==> src/rtl/membus_arb.sv <==
// membus_arb: four-to-one PDP-10 memory-bus arbiter in front of a single
// core-memory (cmem) slave port.
//
// A round-robin grant is made once per memory cycle and held across the
// address acknowledge, read restart and write restart phases. The granted
// master's request lines are muxed to the slave; slave responses are routed
// back to the granted master only. A watchdog aborts cycles the slave never
// acknowledges and reports non-existent memory with a one-cycle m_nxm pulse.
//
// Ports
//   clk, reset_n           : clock, asynchronous active-low reset
//   m_rq_cyc/m_rd_rq/...   : per-master request lines (bit i = master i)
//   m_ma, m_sel, m_mb_write: per-master packed address/select/write data
//   m_addr_ack, m_rd_rs    : responses, granted master only (combinational)
//   m_nxm                  : registered one-cycle timeout pulse
//   m_mb_read              : slave read data broadcast to all masters
//   grant                  : registered one-hot owner, 0 when idle
//   s_*                    : slave-side request and response lines
module membus_arb #(
    parameter int unsigned TIMEOUT = 1023
) (
    input  logic         clk,
    input  logic         reset_n,
    input  logic [3:0]   m_rq_cyc,
    input  logic [3:0]   m_rd_rq,
    input  logic [3:0]   m_wr_rq,
    input  logic [3:0]   m_wr_rs,
    input  logic [3:0]   m_fmc_select,
    input  logic [59:0]  m_ma,
    input  logic [15:0]  m_sel,
    input  logic [143:0] m_mb_write,
    output logic [3:0]   m_addr_ack,
    output logic [3:0]   m_rd_rs,
    output logic [3:0]   m_nxm,
    output logic [35:0]  m_mb_read,
    output logic [3:0]   grant,
    output logic         s_rq_cyc,
    output logic         s_rd_rq,
    output logic         s_wr_rq,
    output logic         s_wr_rs,
    output logic         s_fmc_select,
    output logic [14:0]  s_ma,
    output logic [3:0]   s_sel,
    output logic [35:0]  s_mb_write,
    input  logic         s_addr_ack,
    input  logic         s_rd_rs,
    input  logic [35:0]  s_mb_read
);

    typedef enum logic [1:0] {
        ST_IDLE    = 2'd0,
        ST_GRANT   = 2'd1,
        ST_DATA    = 2'd2,
        ST_RELEASE = 2'd3
    } state_t;

    localparam logic [9:0] TMO_MAX = 10'(TIMEOUT);

    state_t      state_q;
    logic [3:0]  grant_q;
    logic [1:0]  gidx_q;     // binary index of grant_q, used for the muxes
    logic [1:0]  ptr_q;
    logic        cyc_rd_q;
    logic        cyc_wr_q;
    logic [9:0]  tmo_q;
    logic [3:0]  nxm_q;

    logic [1:0]  win_d;
    logic        win_vld_d;
    logic        done_s;

    // Round-robin pick: scan offsets 3..0 so the smallest offset from ptr wins.
    always_comb begin : arb_pick
        logic [1:0] cand;
        win_d     = ptr_q;
        win_vld_d = 1'b0;
        cand      = 2'd0;
        for (int k = 3; k >= 0; k--) begin
            cand = ptr_q + 2'(k);
            if (m_rq_cyc[cand]) begin
                win_d     = cand;
                win_vld_d = 1'b1;
            end else begin
                win_d     = win_d;
            end
        end
    end

    // Data-phase completion. A cycle with neither read nor write latched
    // has nothing to wait for but the slave restart, so it completes on s_rd_rs.
    always_comb begin
        done_s = 1'b0;
        if (cyc_wr_q) begin
            done_s = m_wr_rs[gidx_q];
        end else begin
            done_s = s_rd_rs;
        end
    end

    // Arbiter FSM: grant ownership, round-robin pointer, watchdog, nxm pulse.
    always_ff @(posedge clk or negedge reset_n) begin
        if (!reset_n) begin
            state_q  <= ST_IDLE;
            grant_q  <= 4'b0000;
            gidx_q   <= 2'd0;
            ptr_q    <= 2'd0;
            cyc_rd_q <= 1'b0;
            cyc_wr_q <= 1'b0;
            tmo_q    <= 10'd0;
            nxm_q    <= 4'b0000;
        end else begin
            nxm_q <= 4'b0000;
            case (state_q)
                ST_IDLE: begin
                    if (win_vld_d) begin
                        grant_q <= 4'b0001 << win_d;
                        gidx_q  <= win_d;
                        ptr_q   <= win_d + 2'd1;
                        tmo_q   <= 10'd0;
                        state_q <= ST_GRANT;
                    end else begin
                        grant_q <= 4'b0000;
                    end
                end
                ST_GRANT: begin
                    // Acknowledge has priority over both abort and timeout.
                    if (s_addr_ack) begin
                        cyc_rd_q <= m_rd_rq[gidx_q];
                        cyc_wr_q <= m_wr_rq[gidx_q];
                        state_q  <= ST_DATA;
                    end else if (!m_rq_cyc[gidx_q]) begin
                        grant_q  <= 4'b0000;
                        state_q  <= ST_IDLE;
                    end else if (tmo_q == TMO_MAX) begin
                        nxm_q    <= grant_q;
                        state_q  <= ST_RELEASE;
                    end else begin
                        tmo_q    <= tmo_q + 10'd1;
                    end
                end
                ST_DATA: begin
                    if (done_s) begin
                        state_q <= ST_RELEASE;
                    end else begin
                        state_q <= ST_DATA;
                    end
                end
                ST_RELEASE: begin
                    // Hold ownership until the master lets go of its request.
                    if (!m_rq_cyc[gidx_q]) begin
                        grant_q <= 4'b0000;
                        state_q <= ST_IDLE;
                    end else begin
                        state_q <= ST_RELEASE;
                    end
                end
                default: begin
                    grant_q <= 4'b0000;
                    state_q <= ST_IDLE;
                end
            endcase
        end
    end

    // Slave-side request mux and master-side response routing.
    always_comb begin
        s_rq_cyc     = 1'b0;
        s_rd_rq      = 1'b0;
        s_wr_rq      = 1'b0;
        s_wr_rs      = 1'b0;
        s_fmc_select = 1'b0;
        s_ma         = 15'd0;
        s_sel        = 4'd0;
        s_mb_write   = 36'd0;
        m_addr_ack   = 4'b0000;
        m_rd_rs      = 4'b0000;
        case (state_q)
            ST_GRANT: begin
                s_rq_cyc     = m_rq_cyc[gidx_q];
                s_rd_rq      = m_rd_rq[gidx_q];
                s_wr_rq      = m_wr_rq[gidx_q];
                s_wr_rs      = m_wr_rs[gidx_q];
                s_fmc_select = m_fmc_select[gidx_q];
                s_ma         = m_ma[15*int'(gidx_q) +: 15];
                s_sel        = m_sel[4*int'(gidx_q) +: 4];
                s_mb_write   = m_mb_write[36*int'(gidx_q) +: 36];
                m_addr_ack   = grant_q & {4{s_addr_ack}};
            end
            ST_DATA: begin
                // The slave sees a held cycle even if the master drops rq_cyc.
                s_rq_cyc     = 1'b1;
                s_rd_rq      = cyc_rd_q;
                s_wr_rq      = cyc_wr_q;
                s_wr_rs      = m_wr_rs[gidx_q];
                s_fmc_select = m_fmc_select[gidx_q];
                s_ma         = m_ma[15*int'(gidx_q) +: 15];
                s_sel        = m_sel[4*int'(gidx_q) +: 4];
                s_mb_write   = m_mb_write[36*int'(gidx_q) +: 36];
                m_rd_rs      = grant_q & {4{s_rd_rs}};
            end
            default: begin
                s_rq_cyc     = 1'b0;
            end
        endcase
    end

    assign m_mb_read = s_mb_read;
    assign m_nxm     = nxm_q;
    assign grant     = grant_q;

endmodule

==> config.mk <==
export PLATFORM = sky130hd
export DESIGN_NAME = membus_arb
export DESIGN_NICKNAME = d
export VERILOG_FILES = /design/src/rtl/membus_arb.sv
export SDC_FILE = /design/constraint.sdc
export NUM_CORES = 1
export LEC_CHECK = 0
export BUFFER_PORTS_ARGS = -buffer_cell sky130_fd_sc_hd__buf_2
export CORE_AREA = 2 2 154 156
export DETAILED_ROUTE_END_ITERATION = 12
export DIE_AREA = 0 0 156 158
export PLACE_DENSITY_LB_ADDON = 0.15
export SYNTH_ARGS = -nofsm -noshare
export SYNTH_HDL_FRONTEND = slang
export SYNTH_SLANG_ARGS = --single-unit
==> constraint.sdc <==
create_clock -name clk -period 5 [get_ports clk]
set_input_delay 1 -clock clk [delete_from_list [all_inputs] [get_ports clk]]
set_output_delay 1 -clock clk [all_outputs]
set_load 0.02 [all_outputs]
==> flow_summary.toml <==
[critical_path]
criticalPathCategory = "reg -> out"
reg2regPathDepth = 7
worst_ep_arrival_time_ns = 2.47
r2r_start = "state_q[1]$_DFFE_PN0P_"
cpMaxStageDelayCell = "dfrtp_4"
crit_path_cell_trace = "buf_4, mux4_2, and2_1, buf_2"
timing.reg2reg.setup_slack_ns = 2.52
timing.critical_path.from_type = "flip-flop"
cp.required_ns = 4.00
worst_path_largest_cell_delay_ns = 0.86
cp_max_fo = 36
crit_path_capture_type = "primary output"
r2r-end = "tmo_q[3]$_DFFE_PN0P_"

[place]
detailedPlacementHpwl_mm = 14.03
preCtsSetupSlack_ns = 1.743
gp_routability_congestion = 0.7712
port_buffers = 319
detailed_place.area_um2 = 5162

[hold_path]
worstHoldEndpoint = "cyc_rd_q$_DFFE_PN0P_"
min_delay_path_depth = 1
timing.hold.worst.start = "cyc_rd_q$_DFFE_PN0P_"
min-delay-path-class = "reg -> reg"

[power]
power_frac_clock = 0.069
internal_power_w = 0.001415
p_sw_frac = 0.5116
switching_power_w = 0.001482
power.leakage_nw = 2.597
p_per_area_nw_per_um2 = 551.2
p_total_w = 0.002897
power.combinational.fraction = 0.784
seq_power_share = 0.148
vdd_drop_max_mv = 0.2181

[timing]
totalNegativeSetupSlack_ns = 0
min_period_over_period = 0.6937
postLayoutSetupSlackWorst_ns = 1.532
hold_viol_final = 0
worst_slew_pin_slew_ns = 0.8726
period_needed_ns = 3.468
relSlewSlack = 0.4183
worst_clock_skew_ns = 0.005289
max_freq_mhz = 288.3
setup-violations-final = 0
final_max_slew_viol_count = 0
grt_setup_unrepaired = "false"

[synth]
yosysUniqueCellTypes = 40
seq_area_frac_synth = 0.1832
synth.top_cells.by_area = "mux4_2, dfrtp_1, and2_1"
synth_top_area_share = 0.3804
postSynthNetCount = 616
synth_top_cell_by_area = "mux4_2"
synth_seq_cells = 26
yosysMostFrequentCell = "and2_1"
ys_top_cells_by_count = "and2_1, mux4_2, buf_4"
syn-mean-instance-area_um2 = 10.76
synth_async_sr_flop_share = 1.000
warnings_synthesis = 0
synthCells = 330
syn-cell-area_um2 = 3552
synth-edff-count = 0
most_frequently_used_flop_master_after_synthesis = "dfrtp_1"

[grt]
wire_length_of_the_first_global_routing_pass_mm = 23.47
grt_antenna_before_repair = 5
grt_max_degree = 61
first_global_vias = 4181
globalRouteTotalUtil = 0.1224
grt-ovfl-total = 0

[floorplan]
num_io_pins = 392
num_rows = 56
initial_core_util = 0.1541
floorplan.die_area_um2 = 24650
core_region_area_um2 = 23050
chip_width_um = 156
die_height_um = 158

[routing]
antenna_left = 0
drcViolationCount = 0
dr.first_iter.drc_count = 114
via_per_inst = 4.318
vias = 3834
totalWireLength_mm = 16.04
drt_wl_cell_um = 18.06
drt-pass1-iter-count = 4

[clock_tree]
cts.path.max_buffers = 2
cts_buffers = 3
hold_buffers = 0
clock_insertion_delay_worst_skew_ns = 0.26
path_clk_slew_ns = 0.07
tritoncts = "built"
cts_max_level = 1
post_cts_resized = 0
cts.sinks = 26
cts_root_buffer = "clkbuf_16"
cts_setup_buffers = 0

[cells_and_area]
drive_gt1_frac = 0.6628
area_delta_synth_final_pct = 47.97
nFillCells = 2551
finalInstanceArea_um2 = 5256
nNetsFinal = 883

[outcome]
run_status = "complete, no violations"

[run]
max-cap-violations = 0
[worst max path at each step]
stage                                from       endpoint  slack [ns]
floorplan                     m_rq_cyc[3]       s_rq_cyc        2.18
global placement    gidx_q[0]$_DFFE_PN0P_  s_mb_write[4]        1.78
detailed placement  gidx_q[0]$_DFFE_PN0P_  s_mb_write[4]        1.74
CTS                 gidx_q[0]$_DFFE_PN0P_  s_mb_write[4]        1.45
global route        gidx_q[0]$_DFFE_PN0P_  s_mb_write[4]        1.32
finish              gidx_q[0]$_DFFE_PN0P_  s_mb_write[4]        1.53
[cell families (layout without fill, tap and decap cells)]
logic type      Yosys count  after routing  share of synthesized area
compound gates           34             34                    0.07115
mux                      65             65                     0.3959
other cells               0              2                          0
fa+ha+maj                 6              6                    0.02113
simple gates            125            125                     0.1972
xor+xnor                  7              7                    0.01726
flops                    26             26                     0.1832
buf+inv                  67            333                     0.1141
[worst max-delay path, delay by kind of cell, from the launching register on]
family                 cells  cell delay (ns)
DFF                        1             0.86
muxes                      1             0.57
buffers and inverters      2             0.55
and+or+nand+nor            1             0.17
[layout by cell type (no fill, tap or decap), types with 4 or more instances in the layout]
cell       n
xor2_1     4
nand3_1    6
nor2_1    14
a21oi_1    5
inv_1      7
o21ai_0    8
dfrtp_1   24
ha_1       5
and2_1    61
and3_1     8
nand4_1    4
nor2b_1    7
mux4_2    60
nor4_1     4
nand2_1   15
mux2_2     4
buf_2    319
[per-stage QoR]
stage / instances / util / hold slack, ns
after CTS: 886 / 0.2278 / 0.5147
after global placement: 882 / 0.2239 / 0.4956
after detailed placement: 882 / 0.2239 / 0.4989
final: 888 / 0.2280 / 0.5125
after floorplan: 330 / - / 0.4803
after global routing: 888 / 0.2280 / 0.5328
[flip-flops by register name (all words and copies together) (netlist names)]
| signal | count |
|---|---|
| m_nxm | 4 |
| state_q | 2 |
| gidx_q | 2 |
| ptr_q | 2 |
| grant | 4 |
| cyc_wr_q | 1 |
| cyc_rd_q | 1 |
| tmo_q | 10 |
[power groups by stage]
| stage | registers (W) | logic (W) | clock network [W] |
|---|---|---|---|
| CTS | 0.000443 | 0.00232 | 0.000206 |
| global placement | 0.000443 | 0.00230 | 0 |
| global route | 0.000458 | 0.00245 | 0.000212 |
| floorplan | 0.000309 | 0.00173 | 0 |
| finish | 0.000428 | 0.00227 | 0.000199 |
| detailed placement | 0.000447 | 0.00232 | 0 |
[routing by layer]
metal / GRT usage / part of all wire / vias to the layer above
met5: 0 / 0.0017 / -
li1: - / - / 1747
met3: 0.04243 / 0.088 / 20
met4: 0.02665 / 0.016 / 6
met2: 0.2358 / 0.55 / 193
met1: 0.1277 / 0.34 / 1868
[layout make-up]
type                       count  area (um2)  share of cell area
clock buffer                   4       88.84             0.01690
inverter                       7       26.28            0.004999
tap                          290       362.8             0.06903
multi-input combinational    237        2499              0.4754
sequential                    26       655.6              0.1247
antenna                        2       5.005           0.0009522
timing repair buffer         322        1619              0.3080
Note: power is estimated with default switching activity, not from simulation.
